### config.mk
export PLATFORM = sky130hd
export DESIGN_NAME = muxn_arb
export DESIGN_NICKNAME = d
export VERILOG_FILES = /design/src/rtl/muxn_pkg.sv /design/src/rtl/rr_arbiter.sv /design/src/rtl/muxn_arb.sv
export SDC_FILE = /design/constraint.sdc
export NUM_CORES = 1
export LEC_CHECK = 0
export ABC_AREA = 1
export BUFFER_PORTS_ARGS = -buffer_cell sky130_fd_sc_hd__buf_2
export CELL_PAD_IN_SITES_DETAIL_PLACEMENT = 0
export CELL_PAD_IN_SITES_GLOBAL_PLACEMENT = 2
export CORE_ASPECT_RATIO = 1.5
export CORE_MARGIN = 3
export CORE_UTILIZATION = 21
export CTS_BUF_LIST = sky130_fd_sc_hd__clkbuf_4
export CTS_CLUSTER_DIAMETER = 150
export DETAILED_ROUTE_END_ITERATION = 7
export PLACE_DENSITY = 0.8
export SLEW_MARGIN = 20
export SYNTH_ARGS = -nofsm -noshare
export SYNTH_HDL_FRONTEND = slang
export SYNTH_SLANG_ARGS = --single-unit
### constraint.sdc
create_clock -name clk -period 3.7 [get_ports clk]
set_input_delay 1.11 -clock clk [delete_from_list [all_inputs] [get_ports clk]]
set_output_delay 1.11 -clock clk [all_outputs]
set_load 0.02 [all_outputs]
### src/rtl/muxn_pkg.sv
// rtl/muxn_pkg.sv - mode constants and output-stage state encoding for muxn_arb
package muxn_pkg;

    localparam logic MODE_FIXED = 1'b0;
    localparam logic MODE_RR    = 1'b1;

    typedef enum logic {
        ST_EMPTY = 1'b0,
        ST_FULL  = 1'b1
    } state_t;

endpackage

### src/rtl/rr_arbiter.sv
// rtl/rr_arbiter.sv - combinational round-robin search starting at ptr
module rr_arbiter
    import muxn_pkg::*;
#(
    parameter int  NCH  = 4,
    localparam int SELW = $clog2(NCH)
) (
    input  logic [NCH-1:0]  req,
    input  logic [SELW-1:0] ptr,
    output logic [SELW-1:0] gnt_idx,
    output logic            gnt_vld
);

    // One extra bit so ptr + offset can exceed NCH before the wrap.
    logic [SELW:0] cand;

    always_comb begin
        gnt_idx = '0;
        gnt_vld = 1'b0;
        cand    = '0;
        for (int i = 0; i < NCH; i++) begin
            cand = {1'b0, ptr} + (SELW + 1)'(i);
            if (cand >= (SELW + 1)'(NCH)) begin
                cand = cand - (SELW + 1)'(NCH);
            end
            if (!gnt_vld && req[cand[SELW-1:0]]) begin
                gnt_vld = 1'b1;
                gnt_idx = cand[SELW-1:0];
            end
        end
    end

endmodule

### src/rtl/muxn_arb.sv
// rtl/muxn_arb.sv - N-channel mux with fixed or round-robin grant into a one-word output register
module muxn_arb
    import muxn_pkg::*;
#(
    parameter int  WIDTH = 8,
    parameter int  NCH   = 4,
    localparam int SELW  = $clog2(NCH)
) (
    input  logic                 clk,
    input  logic                 rst_n,
    input  logic [NCH*WIDTH-1:0] in_data,
    input  logic [NCH-1:0]       in_valid,
    output logic [NCH-1:0]       in_ready,
    input  logic                 mode,
    input  logic [SELW-1:0]      sel,
    output logic [WIDTH-1:0]     out_data,
    output logic [SELW-1:0]      out_ch,
    output logic                 out_valid,
    input  logic                 out_ready
);

    state_t            state;
    state_t            state_nxt;
    logic [SELW-1:0]   ptr;
    logic [SELW-1:0]   ptr_nxt;
    logic [SELW-1:0]   rr_idx;
    logic              rr_vld;
    logic [SELW-1:0]   gnt_idx;
    logic              gnt_vld;
    logic              can_load;
    logic              xfer;
    logic [WIDTH-1:0]  gnt_data;

    rr_arbiter #(
        .NCH(NCH)
    ) u_rr (
        .req     (in_valid),
        .ptr     (ptr),
        .gnt_idx (rr_idx),
        .gnt_vld (rr_vld)
    );

    assign out_valid = (state == ST_FULL);
    assign can_load  = (state == ST_EMPTY) || out_ready;

    always_comb begin
        if (mode == MODE_RR) begin
            gnt_idx = rr_idx;
            gnt_vld = rr_vld;
        end else begin
            gnt_idx = sel;
            gnt_vld = ({1'b0, sel} < (SELW + 1)'(NCH));
        end
    end

    // Ready is a function of grant and output state only, never of in_data.
    always_comb begin
        in_ready = '0;
        gnt_data = '0;
        for (int k = 0; k < NCH; k++) begin
            if (gnt_idx == SELW'(k)) begin
                in_ready[k] = rst_n && gnt_vld && can_load;
                gnt_data    = in_data[k*WIDTH +: WIDTH];
            end
        end
    end

    assign xfer    = |(in_ready & in_valid);
    assign ptr_nxt = (gnt_idx == SELW'(NCH - 1)) ? '0 : gnt_idx + 1'b1;

    always_comb begin
        state_nxt = state;
        case (state)
            ST_EMPTY: if (xfer) state_nxt = ST_FULL;
            ST_FULL:  if (out_ready && !xfer) state_nxt = ST_EMPTY;
        endcase
    end

    always_ff @(posedge clk) begin
        if (!rst_n) begin
            state    <= ST_EMPTY;
            out_data <= '0;
            out_ch   <= '0;
            ptr      <= '0;
        end else begin
            state <= state_nxt;
            if (xfer) begin
                out_data <= gnt_data;
                out_ch   <= gnt_idx;
                if (mode == MODE_RR) begin
                    ptr <= ptr_nxt;
                end
            end
        end
    end

endmodule

; Word-level counts from Yosys, hierarchy flattened
; Cells that the tools add are included.
[totals]
register_bits = 13
inputBits = 42
out_inout_bits = 15
word_cells = 73
[classes]
addsub = 8
n_lt_le_gt_ge = 8
n_eq_ne = 3
n_mux = 34
n_bitwise = 2
n_reduce_logical = 14
[op_table]
columns = op, count
row1 = 2-to-1 mux 8 bit, 4
row2 = 2-to-1 mux 2 bit, 10
row3 = 2-to-1 mux 1 bit, 15
row4 = "less-than comparator 2 x 3 -> 1 bit, second input constant", 4
row5 = ">= comparator 3 bit, second input constant", 3
row6 = binary-select mux 1 bit (select 2 bit), 4
row7 = "subtractor 2 x 1 -> 2 bit, second input constant", 4
row8 = "adder 2 x 2 -> 3 bit, second input constant", 2
row9 = logical AND 1 bit, 6
row10 = AND 4 bit, 1
row11 = "== test 2 bit, second input constant", 2
row12 = zero test 1 bit, 4
row13 = OR reduction 4 bit, 1
row14 = "adder 2 x 1 -> 3 bit, second input constant", 1
row15 = ">= comparator 2 x 3 -> 1 bit, second input constant", 1
row16 = "adder 2 x 1 -> 2 bit, second input constant", 1
row17 = "== test 2 x 1 -> 1 bit, second input constant", 1
row18 = zero test 2 bit, 1
row19 = case mux 1 bit (2 select lines), 1
row20 = AND reduction 2 bit, 1
row21 = logical OR 1 bit, 1
row22 = NOT 1 bit, 1

; Logic depth before layout (Yosys ltp)
; Gate-level depths: netlist of run 1.
[depth]
depth_word = 24
depth_mapped = 22
ltp_nobuf = 20

; By module
; A second synthesis of run 1 with hierarchy kept.
[unflattened]
hier_cells = 205
hier_area_um2 = 1213.7
[modules_own_cells]
columns = module, instances, cells_per_inst, area_each_um2, seq_area_each_um2
row1 = muxn_arb, 1, 146, 894.6, 260.2
row2 = rr_arbiter, 1, 59, 319.1, 0.0

; Least setup slack after synthesis of run 1
; OpenSTA, ideal clock, no wires.
[synth_timing]
path_kind = input to output
from = in in_valid[1]
to = out in_ready[1]
arrival_time_ns = 2.969
required_ns = 2.590
path_slack_ns = -0.379
path_stages = 12
path_buffers = 1
path_cell_list = inv_1 nand2_1 and2_4 o21ai_2 nand2_1 o21ai_0 o21ai_1 inv_1 ha_1 clkbuf_1 clkinv_1 nor2_1
[synth_via]
word_cells_on_any_way = 28
cone_classes = eq/ne (1) / mux (19) / reduce/logical (8)
[synth_rtl]
columns = element, line
row1 = from (decl), muxn_arb.sv:12  ; input logic [NCH-1:0] in_valid,
row2 = binary-select mux 1 bit (select 2 bit), rr_arbiter.sv:26  ; if (!gnt_vld && req[cand[SELW-1:0]]) begin
row3 = 2-to-1 mux 1 bit (not written as such), rr_arbiter.sv:26
row4 = 2-to-1 mux 1 bit, rr_arbiter.sv:26
row5 = zero test 1 bit, rr_arbiter.sv:26
row6 = logical AND 1 bit, rr_arbiter.sv:26
row7 = 2-to-1 mux 1 bit, rr_arbiter.sv:26
row8 = zero test 1 bit, rr_arbiter.sv:26
row9 = logical AND 1 bit, rr_arbiter.sv:26
row10 = 2-to-1 mux 1 bit, rr_arbiter.sv:26
row11 = zero test 1 bit, rr_arbiter.sv:26
row12 = logical AND 1 bit, rr_arbiter.sv:26
row13 = 2-to-1 mux 2 bit *, rr_arbiter.sv:26
row14 = 2-to-1 mux 2 bit *, muxn_arb.sv:47  ; if (mode == MODE_RR) begin
row15 = net gnt_idx[1], muxn_arb.sv:28  ; logic [SELW-1:0] gnt_idx;
row16 = == test 2 x 1 -> 1 bit *, muxn_arb.sv:61  ; if (gnt_idx == SELW'(k)) begin
row17 = 2-to-1 mux 1 bit *, muxn_arb.sv:61
row18 = to (decl), muxn_arb.sv:13  ; output logic [NCH-1:0] in_ready,
; The timed path passes the listed nets; every way through them passes the cells marked *. The select of a mux whose other input is x is not followed.

; Final worst setup path of run 1
[layout_timing]
from = in in_valid[3]
to = out in_ready[2]
[layout_via]
elab_chain_cells = 16
word_cells_on_any_way = 28
cone_classes = eq/ne (1) / mux (19) / reduce/logical (8)
[layout_rtl]
columns = element, line
row1 = binary-select mux 1 bit (select 2 bit), rr_arbiter.sv:26
row2 = 2-to-1 mux 1 bit (not written as such), rr_arbiter.sv:26
row3 = 2-to-1 mux 1 bit, rr_arbiter.sv:26
row4 = zero test 1 bit, rr_arbiter.sv:26
row5 = logical AND 1 bit, rr_arbiter.sv:26
row6 = 2-to-1 mux 1 bit, rr_arbiter.sv:26
row7 = zero test 1 bit, rr_arbiter.sv:26
row8 = logical AND 1 bit, rr_arbiter.sv:26
row9 = 2-to-1 mux 1 bit, rr_arbiter.sv:26
row10 = zero test 1 bit, rr_arbiter.sv:26
row11 = logical AND 1 bit, rr_arbiter.sv:26
row12 = 2-to-1 mux 1 bit, rr_arbiter.sv:26
row13 = 2-to-1 mux 1 bit, muxn_arb.sv:47
row14 = logical AND 1 bit (2 in series), muxn_arb.sv:62  ; in_ready[k] = rst_n && gnt_vld && can_load;
row15 = 2-to-1 mux 1 bit *, muxn_arb.sv:61
; Every way passes the cells marked *; elsewhere a longest branch is shown, timed or not. The select of a mux whose other input is x is not followed.

==> results.yml, run 1 <==
synth:
  synth-seq-area-share: 0.2206
  synthDistinctLibCells: 26
  synth_seq_cells: 13
  synth-main-ff-cell: "dfxtp_1"
  ys_warn_count: 0
  syn_nets: 240
  synth_edf_count: 0
  syn-cell-area_um2: 1180
  syn_area_per_cell_um2: 6.082
  async_reset_ff_frac: 0
  synthCells: 194
floorplan:
  die_y_um: 97.80
  start_util: 0.2232
  die_w_um: 67.20
  die_area_um2: 6572
  core_um2: 5285
  io_pins: 57
  rows: 32
routing:
  routed_wirelength_mm: 3.947
  wire_per_inst_um: 11.75
  drt_first_iter_violations: 34
  first_pass_iters: 3
  vias: 1431
  viasPerCell: 4.259
  ant_nets: 0
  drcViolationCount: 0
setup_path:
  worstPathMaxFanout: 3
  worstPathCellList: "buf_2 -> inv_1 -> nand2_1 -> nand3_2 -> nand2_2 -> nor2_4 -> buf_4 -> nand3_4 -> o21a_1 -> nand2_2 -> buf_4 -> ha_2 -> inv_2 -> nor2_4 -> buf_6"
  cp-end-kind: "primary output"
  cp.required_ns: 2.59
  worst-path-buf-inv: 6
  cp.arrival_ns: 2.65
  crit_family: "simple AND/OR/NAND/NOR gates"
  slowest_delay_ns: 0.17
  cp_slowest_cell: "ha_2"
  setup.worst_path.start_class: "primary input"
  worstSetupPathType: "in2out"
final_layout:
  n_antenna_cell: 0
  nFillCells: 629
  final-instance-count-excl-fill: 336
  layout_common_cells: "50 x buf_2, 44 x nand2_1, 21 x buf_4"
  synthToLayoutAreaGrowth_pct: 57.90
  stdcell_area_um2: 1863
  layout_commonest_cell: "buf_2"
  fin_nets: 315
  drive_gt1_frac: 0.4813
sta:
  hold_viol_final: 0
  grt_setup_unrepaired: "yes"
  worstMarginPinSlew_ns: 0.4858
  maxSlewViolCount: 0
  skew_ns: 0.005150
  period_needed_ns: 3.765
  fin_crit_sh: 1.018
  fmax_mhz: 265.6
  fin_ws_ns: -0.06491
  slew_headroom: 0.6757
  setup_viol_count_final: 3
clock_network:
  h-tree-depth: 1
  clock-sinks: 13
  cts_buffer_depth: 2
  cts_tree: "built"
  clk_latency_ns: 0.28
  cts_buffers: 3
  cts_root_buffer: "clkbuf_4"
  clk_pin_slew_ns: 0.08
power:
  power.density_cell_area_nw_per_um2: 427.9
  leakagePower_nw: 0.9120
  p_total_mw: 0.7971
  irDropWorstVdd_mv: 0.1521
global_route:
  grt_max_degree: 18
  grt_pass1_vias: 1384
  grt_pass1_wl_mm: 6.341
  grt_usage: 0.1247
  gr-total-overflow: 0
  grt_antenna_before_repair: 0
placed_design:
  gp_congestion: 0.7885
  dpl_cell_area_um2: 1699
  place_ws_ns: -0.2210
  io_buffers: 56
  hpwl_mm: 3.323
  place_inst: 331
status:
  failed_checks: "setup timing"
  status: "finished with violations"
worst_hold_path:
  hold_class: "reg2reg"
job:
  max_cap_violations: 0
## metal layers
metal	track usage	wire length, µm	vias to the layer above
li1	-	-	774
met1	0.1399	1550	620
met2	0.2341	2174	33
met3	0.02877	192	4
met4	0.01875	29	0
met5	0	0	-
## report_power, final
part | internal [mW] | switching, mW | total (mW)
logic | 0.222 | 0.302 | 0.524
registers | 0.166 | 0.0200 | 0.186
clock network | 0.0401 | 0.0474 | 0.0875
## cell usage after synthesis, types with 4 or more instances
cell	n	share of area
buf_6	5	0.048
nor2_1	22	0.070
ha_1	4	0.042
nand2_2	10	0.053
inv_1	16	0.051
o21ai_1	6	0.025
nand3_1	15	0.064
nand2_1	50	0.16
a21oi_1	13	0.055
dfxtp_1	13	0.22
nand4_1	4	0.021
o21ai_0	19	0.081
## worst paths after layout
path,cells past startpoint,to,start,slack [ns]
worst min register to register,2,out_data[3]$_SDFFE_PN0P_,out_data[3]$_SDFFE_PN0P_,0.47
worst max-delay path,15,in_ready[2],in_valid[3],-0.06
worst max register to register,20,ptr[0]$_SDFFE_PN0P_,ptr[0]$_SDFFE_PN0P_,0.91
worst min-delay path,2,out_data[3]$_SDFFE_PN0P_,out_data[3]$_SDFFE_PN0P_,0.47
## kinds of logic after synthesis
| family | synth area share |
|---|---|
| simple gates | 0.4327 |
| compound gates | 0.1824 |
| buf+inv | 0.1219 |
| flops | 0.2206 |
| fa+ha+maj | 0.04242 |
## flip-flops by register name (all words and copies together) (netlist names)
register	flops
ptr	2
out_data	8
out_ch	2
out_valid	1
## per-stage QoR
stage | util | TNS, ns | hold WS [ns]
2_1_floorplan | - | -0.03867 | 0.5341
3_3_place_gp | 0.3215 | -0.5832 | 0.4567
3_5_place_dp | 0.3215 | -0.7321 | 0.4572
4_1_cts | 0.3430 | -0.1190 | 0.4715
5_1_grt | 0.3525 | -0.5057 | 0.4902
6_report | 0.3525 | -0.1055 | 0.4664
## cell type report
type | count | area (µm²) | share of cell area
tap | 68 | 85.08 | 0.04567
inverter | 19 | 90.09 | 0.04835
multi-input combinational | 154 | 904.6 | 0.4856
clock inverter | 1 | 5.005 | 0.002686
timing repair buffer | 78 | 495.5 | 0.2659
clock buffer | 3 | 22.52 | 0.01209
sequential | 13 | 260.3 | 0.1397
## worst min-delay path, delay by kind of cell (launching register included)
kind,cells,cell delay [ns]
DFF,1,0.32
and+or+nand+nor,1,0.06
AOI/OAI and AO/OA,1,0.05
## repair_timing
item,4_1_cts,5_1_grt
setup buffers,0,1
endpoints found under the setup margin,4,4
pin swaps,13,4
hold buffers,0,0
gates resized for setup,27,9
(Power assumes the default switching activity.)
==> inputs of run 2 (changes only) <==
==> constraint.sdc (replaced) <==
create_clock -name clk -period 3.7 [get_ports clk]
set_input_delay 0.37 -clock clk [delete_from_list [all_inputs] [get_ports clk]]
set_output_delay 0.37 -clock clk [all_outputs]
set_load 0.02 [all_outputs]
==> results.yml, run 2 (same netlist as run 1, synthesis figures left out) <==
sta:
  setup_viol_count_final: 0
  hold_viol_final: 0
  worstMarginPinSlew_ns: 0.4712
  fin_ws_ns: 0.3201
  skew_ns: 0.002998
  final.setup.tns_ns: 0
  whs_ns: 0.3729
  fmax_mhz: 295.9
  slew_headroom: 0.6856
  maxSlewViolCount: 0
  fin_crit_sh: 0.9135
  period_needed_ns: 3.380
  grt_setup_unrepaired: "no"
final_layout:
  fin_nets: 294
  drive_gt1_frac: 0.3279
  largestRegisters: "out_data (8), out_ch (2), ptr (2)"
  largest-register: "out_data"
  largest_reg_flops: 8
  layout_commonest_cell: "buf_2"
  stdcell_area_um2: 1515
  n_antenna_cell: 0
  final-instance-count-excl-fill: 315
  layout_common_cells: "56 x buf_2, 50 x nand2_1, 22 x nor2_1"
  synthToLayoutAreaGrowth_pct: 28.42
status:
  status: "complete, no violations"
routing:
  route.met3.wl_um: 192
  routed_wirelength_mm: 3.985
  drcViolationCount: 0
  wire_per_inst_um: 12.65
  met2_length_mm: 2.153
  first_pass_iters: 4
  vias: 1370
  wl_met1_mm: 1.610
  top_layer_used: "met4"
  ant_nets: 0
  viasPerCell: 4.349
  drt_first_iter_violations: 59
job:
  max_cap_violations: 0
setup_path:
  cp-end-kind: "primary output"
  cp.arrival_ns: 3.01
  setup.worst_path.start_class: "register"
  cp.required_ns: 3.33
  worstSetupPathType: "reg2out"
  worstPathMaxFanout: 10
clock_network:
  clk_pin_slew_ns: 0.08
  cts_resized: 0
  cts_root_buffer: "clkbuf_4"
  holdBufCountCts: 0
  h-tree-depth: 1
  post_cts_buffers: 0
  clock-sinks: 13
  clk_latency_ns: 0.27
  cts_buffers: 3
  cts_tree: "built"
  cts_buffer_depth: 2
placed_design:
  place_ws_ns: 0.5010
  dpl_cell_area_um2: 1485
  place_inst: 311
  gp_congestion: 0.8515
  io_buffers: 56
  hpwl_mm: 3.352
floorplan:
  core_um2: 5285
  rows: 32
  start_util: 0.2232
  die_y_um: 97.80
  die_w_um: 67.20
  die_area_um2: 6572
  io_pins: 57
global_route:
  grt_pass1_vias: 1429
  grt_max_degree: 19
  grt_pass1_wl_mm: 6.520
  grt_antenna_before_repair: 0
  gr-total-overflow: 0
  grt_usage: 0.1285
power:
  irDropWorstVdd_mv: 0.1056
  power.density_cell_area_nw_per_um2: 446.9
  leakagePower_nw: 0.7727
worst_hold_path:
  hold_class: "in2reg"
-- run 2: cell count changes in the layout (fill, tap and decap cells not counted), moves of 4 or more --
cell,previous run,this run
buf_2,50,56
nor2_1,17,22
buf_4,21,1
buf_6,6,0
nand2_1,44,50
ha_1,0,4
inv_1,10,16
-- run 2: per-layer routing --
| metal | track usage | vias to the layer above |
|---|---|---|
| li1 | - | 739 |
| met1 | 0.1473 | 593 |
| met2 | 0.2364 | 36 |
| met3 | 0.02186 | 2 |
| met4 | 0.03281 | 0 |
| met5 | 0 | - |
-- run 2: worst max-delay path, stage by stage (launching register included) --
cell and delay, ns:
dfxtp_1 0.57, nand2_1 0.12, nand3_1 0.17, nand2_2 0.08
nor2_4 0.13, nand2_1 0.10, nand2_1 0.09, nand2_1 0.06
nand3_1 0.06, nand2_1 0.10, inv_1 0.15, ha_1 0.40
clkinv_1 0.32, nor2_1 0.18, buf_2 0.18
-- run 2: path summary, 6_finish.rpt --
check / startpoint / end / slack, ns / depth (start not counted)
setup reg to reg: ptr[0]$_SDFFE_PN0P_ / out_data[1]$_SDFFE_PN0P_ / 0.52 / 18
hold / removal: out_ready / out_valid$_SDFF_PN0_ / 0.37 / 4
setup / recovery: ptr[0]$_SDFFE_PN0P_ / in_ready[1] / 0.32 / 14
hold reg to reg: out_data[4]$_SDFFE_PN0P_ / out_data[4]$_SDFFE_PN0P_ / 0.47 / 2
-- run 2: metrics by stage --
| stage | power [mW] | utilization |
|---|---|---|
| CTS | 0.6906 | 0.2867 |
| global route | 0.7475 | 0.2867 |
| detailed placement | 0.5939 | 0.2810 |
| global placement | 0.5946 | 0.2810 |
| floorplan | 0.4853 | - |
| finish | 0.6772 | 0.2867 |
-- run 2: final cells by class --
| type | count | area, µm² |
|---|---|---|
| inverters | 19 | 76.32 |
| multi-input cells | 154 | 775.7 |
| fillers | 653 | 3770 |
| clock buffers | 4 | 30.03 |
| repair buffers | 57 | 287.8 |
| well taps | 68 | 85.08 |
| flip-flops and latches | 13 | 260.3 |
-- run 2: where the power goes --
group          total, mW  internal (mW)  switching (mW)  leakage, nW
Sequential         0.186          0.166          0.0199        0.106
Combinational      0.396          0.135           0.261        0.648
Clock             0.0953         0.0491          0.0462       0.0184
Total              0.677          0.350           0.327        0.773
